## src/rtl/mem_port_arbiter_if.sv

```systemverilog
// Signal bundle between the fetch/data requesters, the arbiter and the shared memory bus.
// The slave modport is the arbiter's view; master is the core-plus-memory environment.
interface mem_port_arbiter_if;
  localparam int unsigned AW = 32;
  localparam int unsigned DW = 32;
  localparam int unsigned MW = 4;

  logic          i_req;
  logic [AW-1:0] i_addr;
  logic          i_gnt;
  logic          i_rvalid;

  logic          d_req;
  logic [AW-1:0] d_addr;
  logic          d_we;
  logic [MW-1:0] d_wmask;
  logic [DW-1:0] d_wdata;
  logic          d_gnt;
  logic          d_rvalid;

  logic [DW-1:0] rdata;

  logic          m_req;
  logic [AW-1:0] m_addr;
  logic          m_we;
  logic [MW-1:0] m_wmask;
  logic [DW-1:0] m_wdata;
  logic          m_ack;
  logic          m_rvalid;
  logic [DW-1:0] m_rdata;

  modport slave (
    input  i_req, i_addr,
    output i_gnt, i_rvalid,
    input  d_req, d_addr, d_we, d_wmask, d_wdata,
    output d_gnt, d_rvalid,
    output rdata,
    output m_req, m_addr, m_we, m_wmask, m_wdata,
    input  m_ack, m_rvalid, m_rdata
  );

  modport master (
    output i_req, i_addr,
    input  i_gnt, i_rvalid,
    output d_req, d_addr, d_we, d_wmask, d_wdata,
    input  d_gnt, d_rvalid,
    input  rdata,
    input  m_req, m_addr, m_we, m_wmask, m_wdata,
    output m_ack, m_rvalid, m_rdata
  );
endinterface

```

## src/rtl/mem_port_arbiter.sv

```systemverilog
// Shares one single-ported, variable-latency memory bus between instruction fetch and data
// accesses: one transaction in flight, data has priority, fetch is forced after STARVE_MAX data wins.
module mem_port_arbiter #(
  parameter int unsigned STARVE_MAX = 4
) (
  input  logic               clk,
  input  logic               resetn,
  mem_port_arbiter_if.slave  bus
);

  localparam int unsigned AW    = 32;
  localparam int unsigned DW    = 32;
  localparam int unsigned MW    = 4;
  localparam int unsigned CNT_W = 4;
  localparam logic [CNT_W-1:0] STARVE_LIM = CNT_W'(STARVE_MAX);

  typedef enum logic [1:0] {
    IDLE  = 2'd0,
    ISSUE = 2'd1,
    WAIT  = 2'd2
  } state_e;

  typedef struct packed {
    logic [AW-1:0] addr;
    logic          we;
    logic [MW-1:0] wmask;
    logic [DW-1:0] wdata;
  } bus_cmd_t;

  state_e           state_q, state_d;
  bus_cmd_t         cmd_q, cmd_d;
  logic             own_data_q, own_data_d;
  logic [CNT_W-1:0] starve_q, starve_d;
  logic             m_req_q, m_req_d;

  logic     any_req;
  logic     pick_fetch;
  bus_cmd_t fetch_cmd;
  bus_cmd_t data_cmd;

  // Owner selection: data wins unless fetch is alone or has waited out its starvation budget.
  assign any_req    = bus.i_req | bus.d_req;
  assign pick_fetch = bus.i_req & (~bus.d_req | (starve_q == STARVE_LIM));

  always_comb begin
    fetch_cmd       = '0;
    fetch_cmd.addr  = bus.i_addr;
    fetch_cmd.wdata = bus.d_wdata;
    data_cmd.addr   = bus.d_addr;
    data_cmd.we     = bus.d_we;
    data_cmd.wmask  = bus.d_wmask;
    data_cmd.wdata  = bus.d_wdata;
  end

  // State register.
  always_ff @(posedge clk) begin
    if (!resetn) begin
      state_q <= IDLE;
    end else begin
      state_q <= state_d;
    end
  end

  // Latched command, owner, starvation count and bus request flop.
  always_ff @(posedge clk) begin
    if (!resetn) begin
      cmd_q      <= '0;
      own_data_q <= 1'b0;
      starve_q   <= '0;
      m_req_q    <= 1'b0;
    end else begin
      cmd_q      <= cmd_d;
      own_data_q <= own_data_d;
      starve_q   <= starve_d;
      m_req_q    <= m_req_d;
    end
  end

  // Next state plus the values captured at owner selection.
  always_comb begin
    state_d    = state_q;
    cmd_d      = cmd_q;
    own_data_d = own_data_q;
    starve_d   = starve_q;
    unique case (state_q)
      IDLE: begin
        if (any_req) begin
          state_d    = ISSUE;
          own_data_d = ~pick_fetch;
          cmd_d      = pick_fetch ? fetch_cmd : data_cmd;
          if (!pick_fetch && bus.i_req) begin
            starve_d = (starve_q == STARVE_LIM) ? starve_q : starve_q + CNT_W'(1);
          end else begin
            starve_d = '0;
          end
        end
      end
      ISSUE: begin
        // A response in the accept cycle is not honoured; only m_ack moves us on.
        if (bus.m_ack) begin
          state_d = cmd_q.we ? IDLE : WAIT;
        end
      end
      WAIT: begin
        if (bus.m_rvalid) begin
          state_d = IDLE;
        end
      end
      default: begin
        state_d = IDLE;
      end
    endcase
    m_req_d = (state_d == ISSUE);
  end

  // Grant/valid pulses follow the memory handshake in the same cycle; reset squashes them.
  always_comb begin
    bus.i_gnt    = 1'b0;
    bus.d_gnt    = 1'b0;
    bus.i_rvalid = 1'b0;
    bus.d_rvalid = 1'b0;
    if (resetn) begin
      unique case (state_q)
        ISSUE: begin
          bus.i_gnt = bus.m_ack & ~own_data_q;
          bus.d_gnt = bus.m_ack &  own_data_q;
        end
        WAIT: begin
          bus.i_rvalid = bus.m_rvalid & ~own_data_q;
          bus.d_rvalid = bus.m_rvalid &  own_data_q;
        end
        default: begin
        end
      endcase
    end
  end

  assign bus.m_req   = m_req_q;
  assign bus.m_addr  = cmd_q.addr;
  assign bus.m_we    = cmd_q.we;
  assign bus.m_wmask = cmd_q.wmask;
  assign bus.m_wdata = cmd_q.wdata;
  assign bus.rdata   = bus.m_rdata;

  // Protocol sanity: one grant at a time, command held steady while waiting for acceptance.
  a_gnt_onehot : assert property (@(posedge clk) disable iff (!resetn)
    !(bus.i_gnt && bus.d_gnt));
  a_rvalid_onehot : assert property (@(posedge clk) disable iff (!resetn)
    !(bus.i_rvalid && bus.d_rvalid));
  a_cmd_stable : assert property (@(posedge clk) disable iff (!resetn)
    (state_q == ISSUE && !bus.m_ack) |=> $stable(cmd_q));

endmodule

```

## src/flat_wrapper.sv

```systemverilog
// flat-port wrapper written by rule: the top's interface ports become plain ports
module mem_port_arbiter_flat 
#(
  parameter int unsigned STARVE_MAX = 4
)
  (clk, resetn, bus_i_req, bus_i_addr, bus_i_gnt, bus_i_rvalid, bus_d_req, bus_d_addr, bus_d_we, bus_d_wmask, bus_d_wdata, bus_d_gnt, bus_d_rvalid, bus_rdata, bus_m_req, bus_m_addr, bus_m_we, bus_m_wmask, bus_m_wdata, bus_m_ack, bus_m_rvalid, bus_m_rdata);
  mem_port_arbiter_if bus_i ();
  input  logic clk;
  input  logic resetn;
  input wire logic [$bits(bus_i.i_req)-1:0] bus_i_req;
  input wire logic [$bits(bus_i.i_addr)-1:0] bus_i_addr;
  output wire logic [$bits(bus_i.i_gnt)-1:0] bus_i_gnt;
  output wire logic [$bits(bus_i.i_rvalid)-1:0] bus_i_rvalid;
  input wire logic [$bits(bus_i.d_req)-1:0] bus_d_req;
  input wire logic [$bits(bus_i.d_addr)-1:0] bus_d_addr;
  input wire logic [$bits(bus_i.d_we)-1:0] bus_d_we;
  input wire logic [$bits(bus_i.d_wmask)-1:0] bus_d_wmask;
  input wire logic [$bits(bus_i.d_wdata)-1:0] bus_d_wdata;
  output wire logic [$bits(bus_i.d_gnt)-1:0] bus_d_gnt;
  output wire logic [$bits(bus_i.d_rvalid)-1:0] bus_d_rvalid;
  output wire logic [$bits(bus_i.rdata)-1:0] bus_rdata;
  output wire logic [$bits(bus_i.m_req)-1:0] bus_m_req;
  output wire logic [$bits(bus_i.m_addr)-1:0] bus_m_addr;
  output wire logic [$bits(bus_i.m_we)-1:0] bus_m_we;
  output wire logic [$bits(bus_i.m_wmask)-1:0] bus_m_wmask;
  output wire logic [$bits(bus_i.m_wdata)-1:0] bus_m_wdata;
  input wire logic [$bits(bus_i.m_ack)-1:0] bus_m_ack;
  input wire logic [$bits(bus_i.m_rvalid)-1:0] bus_m_rvalid;
  input wire logic [$bits(bus_i.m_rdata)-1:0] bus_m_rdata;
  assign bus_i.i_req = bus_i_req;
  assign bus_i.i_addr = bus_i_addr;
  assign bus_i_gnt = bus_i.i_gnt;
  assign bus_i_rvalid = bus_i.i_rvalid;
  assign bus_i.d_req = bus_d_req;
  assign bus_i.d_addr = bus_d_addr;
  assign bus_i.d_we = bus_d_we;
  assign bus_i.d_wmask = bus_d_wmask;
  assign bus_i.d_wdata = bus_d_wdata;
  assign bus_d_gnt = bus_i.d_gnt;
  assign bus_d_rvalid = bus_i.d_rvalid;
  assign bus_rdata = bus_i.rdata;
  assign bus_m_req = bus_i.m_req;
  assign bus_m_addr = bus_i.m_addr;
  assign bus_m_we = bus_i.m_we;
  assign bus_m_wmask = bus_i.m_wmask;
  assign bus_m_wdata = bus_i.m_wdata;
  assign bus_i.m_ack = bus_m_ack;
  assign bus_i.m_rvalid = bus_m_rvalid;
  assign bus_i.m_rdata = bus_m_rdata;
  mem_port_arbiter #(.STARVE_MAX(STARVE_MAX)) u_core (.clk(clk), .resetn(resetn), .bus(bus_i));
endmodule
```

## config.mk

```make
export PLATFORM = sky130hd
export DESIGN_NAME = mem_port_arbiter_flat
export DESIGN_NICKNAME = d
export VERILOG_FILES = /design/src/rtl/mem_port_arbiter_if.sv /design/src/rtl/mem_port_arbiter.sv /design/src/flat_wrapper.sv
export SDC_FILE = /design/constraint.sdc
export NUM_CORES = 1
export LEC_CHECK = 0
export BUFFER_PORTS_ARGS = -buffer_cell sky130_fd_sc_hd__buf_4
export CAP_MARGIN = 20
export CORE_MARGIN = 2
export CORE_UTILIZATION = 38
export CTS_BUF_LIST = sky130_fd_sc_hd__clkbuf_16
export CTS_CLUSTER_SIZE = 24
export DETAILED_ROUTE_END_ITERATION = 8
export PLACE_DENSITY_LB_ADDON = 0.15
export SYNTH_ARGS = -nofsm -noshare
export SYNTH_HDL_FRONTEND = slang
export SYNTH_SLANG_ARGS = --single-unit
```

## constraint.sdc

```tcl
create_clock -name clk -period 1.3 [get_ports clk]
set_clock_uncertainty 0.05 [all_clocks]
set_input_delay 0.26 -clock clk [delete_from_list [all_inputs] [get_ports clk]]
set_output_delay 0.26 -clock clk [all_outputs]
set_load 0.01 [all_outputs]
```

; Word-level counts from Yosys, hierarchy flattened
; Index checks and enable logic that the tools add are counted.
[totals]
register_bits = 77
input_bits = 139
wordCells = 45
[classes]
n_addsub = 1
eq_ne = 5
muxes = 16
n_bitwise = 10
n_reduce_logical = 5
[ops]
columns = op, count
row1 = $mux 69, 1
row2 = $mux 1, 8
row3 = $mux 2, 4
row4 = $mux 4, 2
row5 = $pmux 2 s3, 1
row6 = $and 1x1->1, 5
row7 = $add 4x1->4 const B, 1
row8 = $eq 2x1->1 const B, 2
row9 = $eq 4x3->1 const B, 1
row10 = $not 1->1, 3
row11 = $reduce_and 3->1, 1
row12 = $eq 2x2->1 const B, 1
row13 = $logic_not 2->1, 1
row14 = $ne 2x2->1 const B, 1
row15 = $or 1x1->1, 2
row16 = $reduce_and 2->1, 1
row17 = $logic_and 1x1->1, 1
row18 = $logic_not 1->1, 1

; Logic depth before layout (Yosys ltp)
[depth]
word_depth = 7
depth_mapped = 8
depth_no_buf = 6

; Worst setup path after synthesis
; Ideal clock, no wire load.
[synth_path]
path_type = register to register
from = reg u_core.starve_q[0]
to = reg u_core.cmd_q (netlist bit u_core.bus.m_addr[0])
arrival_ps = 1224
required_time_ps = 1132
path_slack_ps = -92
path_stages_with_launch = 9
path_buffers = 2
period_less_slack_ps = 1392
path_cell_list = dfxtp_1 > inv_1 > ha_1 > nand3b_4 > a21bo_1 > buf_6 > buf_6 > nand2_1 > a21oi_2
[synth_via]
elab_chain_cells = 4
[synth_lines]
columns = element, line
row1 = "start, declared", mem_port_arbiter.sv:33  ; logic [CNT_W-1:0] starve_q, starve_d;
row2 = "start signal, assigned", mem_port_arbiter.sv:74  ; starve_q <= starve_d;
row3 = $eq 4x3->1, mem_port_arbiter.sv:43  ; assign pick_fetch = bus.i_req & (~bus.d_req | (starve_q == STARVE_LIM));
row4 = $or 1x1->1, mem_port_arbiter.sv:43
row5 = $and 1x1->1, mem_port_arbiter.sv:43
row6 = $mux 69, mem_port_arbiter.sv:90  ; cmd_d = pick_fetch ? fetch_cmd : data_cmd;
row7 = "end signal, assigned", mem_port_arbiter.sv:72  ; cmd_q <= cmd_d;
row8 = "end, declared", mem_port_arbiter.sv:31  ; bus_cmd_t cmd_q, cmd_d;
; No other way between the ends.
; A chain may end at the register's enable or synchronous reset.

; Worst setup path after layout
[layout_path]
from = reg u_core.state_q[1]
to = out bus_d_rvalid
[layout_via]
elab_chain_cells = 3
[layout_lines]
columns = element, line
row1 = "start, declared", mem_port_arbiter.sv:30  ; state_e state_q, state_d;
row2 = "start signal, assigned", mem_port_arbiter.sv:60  ; state_q <= state_d;
row3 = $eq 2x2->1, mem_port_arbiter.sv:123  ; unique case (state_q)
row4 = $mux 1, mem_port_arbiter.sv:123
row5 = $mux 1, mem_port_arbiter.sv:122  ; if (resetn) begin
row6 = "end, declared", flat_wrapper.sv:20  ; output wire logic [$bits(bus_i.d_rvalid)-1:0] bus_d_rvalid;
; No other way between the ends.

==> impl_results.md <==
* Drt wl/cell at 16.78 um
* Worst path depth at 4
* Die Area at 10320 um2
* Min-delay src: bus_d_wdata[23]
* Final-report setup violation count at 77
* Syn. warnings at 0
* Critical path class: flop to primary output
* PwrDens at 1203 nW/um2
* Post-layout util at 0.6960
* Layout cells sized above 1 at 0.6579
* Worst-path maximum fanout at 4
* Synth top cells by count: 105 x nand2_1, 77 x dfxtp_1, 38 x a21boi_1, 38 x a21oi_1, 37 x buf_4
* DR pass1 iterations at 4
* Worst reg2reg setup slack at -0.15 ns
* Leading post-synthesis cells by cell area: dfxtp_1 43%, nand2_1 11%, a21boi_1 7.9%, buf_4 7.7%, a21oi_2 7.0%
* Worst R2R Start: u_core.starve_q[0]
* Area Overhead vs Synth at 77.73%
* Post-route DRC violation count at 0
* FP Rows at 35
* Delay-heaviest family, CP: flip-flops
* WHS Endpoint: u_core.bus.m_wdata[23]
* Clk_lat worst skew at 0.33 ns
* Initial antenna violation count at 0
* Failing checks: setup timing
* Post-Syn Nets at 566
* CTS H-tree depth at 3
* Pleak at 2.852 nW
* Max_cap viols at 0
* CTS buffer count at 9
* Crit. End Element: primary output
* Tot GR Track Use at 0.1982
* Yosys cell types at 31
* Total Power at 0.007734 W
* Async SR Flop Fraction at 0
* Vias in the first global route at 3355
* Critical path, cell by cell: nor2b_4 -> nand3_2 -> nor2_2 -> buf_4
* Initial Utilization at 0.3916
* Clk root buf: clkbuf_16
* Worst setup margin at -0.1827 ns
* Min-delay worst type: input port to flop
* Reg2Reg Depth at 8
* Via/cell ratio at 4.903
* Crit share post-route at 1.141
* FF-to-FF End: u_core.bus.m_addr[16]
* Grt total ovfl at 0
* First-pass GRT wire length at 16160 um
* Placed Area at 5019 um2
* Nets at 748
* Sequential area share after synthesis at 0.4260
* CTS tree: yes
* Routed WL at 12420 um
* Worst setup path start: u_core.state_q[1]
* Placer Congestion at 0.7594
* Final slew viol count at 0
* Clock Pin Slew Worst Setup and Hold Paths at 0.06 ns
* Vias at 3628
* Area share of the largest cell type after synthesis at 0.4260
* Top-level port count at 245
* 1st-iter DRT viols at 102
* Worst slew margin at 0.6284
* Hold path cells at 3
* Max Fclk at 674.4 MHz
* I/O Buffers at 180
* Number of synthesized flops with an enable pin at 0
* Hold WS at 0.1232 ns
* # clock sinks at 77
* Die Y at 101.6 um
* Number of synthesized register bits at 77
* CP startpoint kind: flop
* Syn avg cell area at 8.514 um2
* Slowest cell on the critical path: dfxtp_4
* Crit path largest cell delay at 0.37 ns
* Max VDD drop at 0.6444 mV
* CP arrival at 1.17 ns
* Most used DFF post-synth: dfxtp_1
* Post-route cell area at 6431 um2
* Diode count at 0
* Worst EP required at 0.99 ns
* Outcome: finished with violations
* Tmin final at 1.483 ns
* Worst-Margin Slew at 0.5553 ns
* RSZ-0062 raised after global routing: true
* Post-DP HPWL at 7304 um
* CP bufs+invs at 1
* Hold Fails Final Rpt at 0
* Post-Synthesis Cells at 425
* Syn Std Cell Area at 3618 um2
* CTS max path bufs at 2
* Post-DRT Antenna Nets at 0
* CORE AREA at 9240 um2
* Post-synth top area cell: dfxtp_1
* Largest net degree at the start of global routing at 30
* Die X at 101.6 um
* Most frequent cell after synthesis: nand2_1
## worst register-to-register path, delay by kind of cell (launching register included)
family | cells | cell delay [ns]
AO/OA/AOI/OAI | 3 | 0.38
flip-flops | 1 | 0.32
adder cells (fa/ha/maj) | 1 | 0.14
AND/OR/NAND/NOR | 1 | 0.10
buffers and inverters | 3 | 0.39
## placed cells by master, fill, tap and decap left out, types with 2 or more instances in the layout
cell | synthesis | layout
buf_16 | 0 | 2
a21boi_1 | 38 | 32
a21boi_2 | 0 | 6
dfxtp_2 | 0 | 4
nand2_4 | 0 | 37
buf_12 | 0 | 13
buf_4 | 37 | 193
nand2_1 | 105 | 46
o21ai_4 | 0 | 3
clkinv_2 | 0 | 3
clkbuf_16 | 0 | 19
nand3_2 | 0 | 6
bufinv_16 | 0 | 2
inv_2 | 0 | 2
nand2_2 | 0 | 22
a21oi_1 | 38 | 6
o21ai_1 | 33 | 32
dfxtp_4 | 0 | 2
dfxtp_1 | 77 | 71
nor2b_1 | 4 | 3
buf_8 | 0 | 4
o21a_4 | 0 | 2
nor3_2 | 0 | 2
inv_1 | 6 | 4
a21oi_4 | 0 | 5
a21oi_2 | 29 | 56
buf_6 | 16 | 9
nand3_1 | 10 | 4
## cell type report
class / count / area (um2)
Clock buffer: 9 / 225.2
Clock inverter: 6 / 78.83
Fill cell: 711 / 2809
Inverter: 6 / 22.52
Multi-Input combinational cell: 282 / 2213
Sequential cell: 77 / 1554
Tap cell: 129 / 161.4
Timing Repair Buffer: 231 / 2176
## metal layers
metal,global-route usage,wire [um],part of all wire,vias to the layer above
met4,0.08316,154,0.012,0
met5,0,0,0,-
met2,0.3401,6674,0.54,106
li1,-,-,-,1772
met1,0.2365,4952,0.40,1732
met3,0.04693,634,0.051,18
## how the worst max path moves through the flow
stage	end	slack, ns
final	bus_d_rvalid	-0.18
after global routing	bus_i_rvalid	-0.24
after CTS	bus_d_rvalid	-0.17
after floorplan	u_core.bus.m_addr[0]	-0.01
after global placement	u_core.bus.m_wdata[14]	-0.06
after detailed placement	u_core.bus.m_wdata[15]	-0.06
## where the power goes
part / leakage (nW) / internal (W) / switching, W
logic: 2.06 / 0.00126 / 0.00110
registers: 0.639 / 0.00259 / 0.000142
clock network: 0.152 / 0.00165 / 0.000983
total: 2.85 / 0.00551 / 0.00222
## state kept, by name, summed over array words and instances (netlist names)
name and flops:
u_core.starve_q 4, u_core.bus.m_wdata 32, u_core.own_data_q 1, u_core.bus.m_we 1
u_core.bus.m_wmask 4, u_core.bus.m_addr 32, u_core.state_q 2, u_core.bus.m_req 1
## per-stage QoR
step / instances / setup TNS [ns] / setup WS (ns)
final: 740 / -6.279 / -0.1827
after global routing: 740 / -10.29 / -0.2417
after CTS: 715 / -3.531 / -0.1716
after detailed placement: 696 / -2.828 / -0.06391
after global placement: 696 / -1.600 / -0.05553
after floorplan: 425 / -0.4086 / -0.01371
## repair_timing
action	4_1_cts	5_1_grt
gates resized for setup	28	128
setup buffers	0	11
hold buffers	0	0
setup endpoints to repair	74	77
pin swaps	9	57
gates cloned	4	16
## cell families (layout without fill, tap and decap cells)
logic type	after synthesis	count (layout)	synth area share
flip-flops	77	77	0.4260
buffers and inverters	69	252	0.1442
AO/OA/AOI/OAI	146	149	0.2687
adder cells (fa/ha/maj)	2	2	0.006915
AND/OR/NAND/NOR	131	131	0.1542
Power figures use the tool's default switching activity.
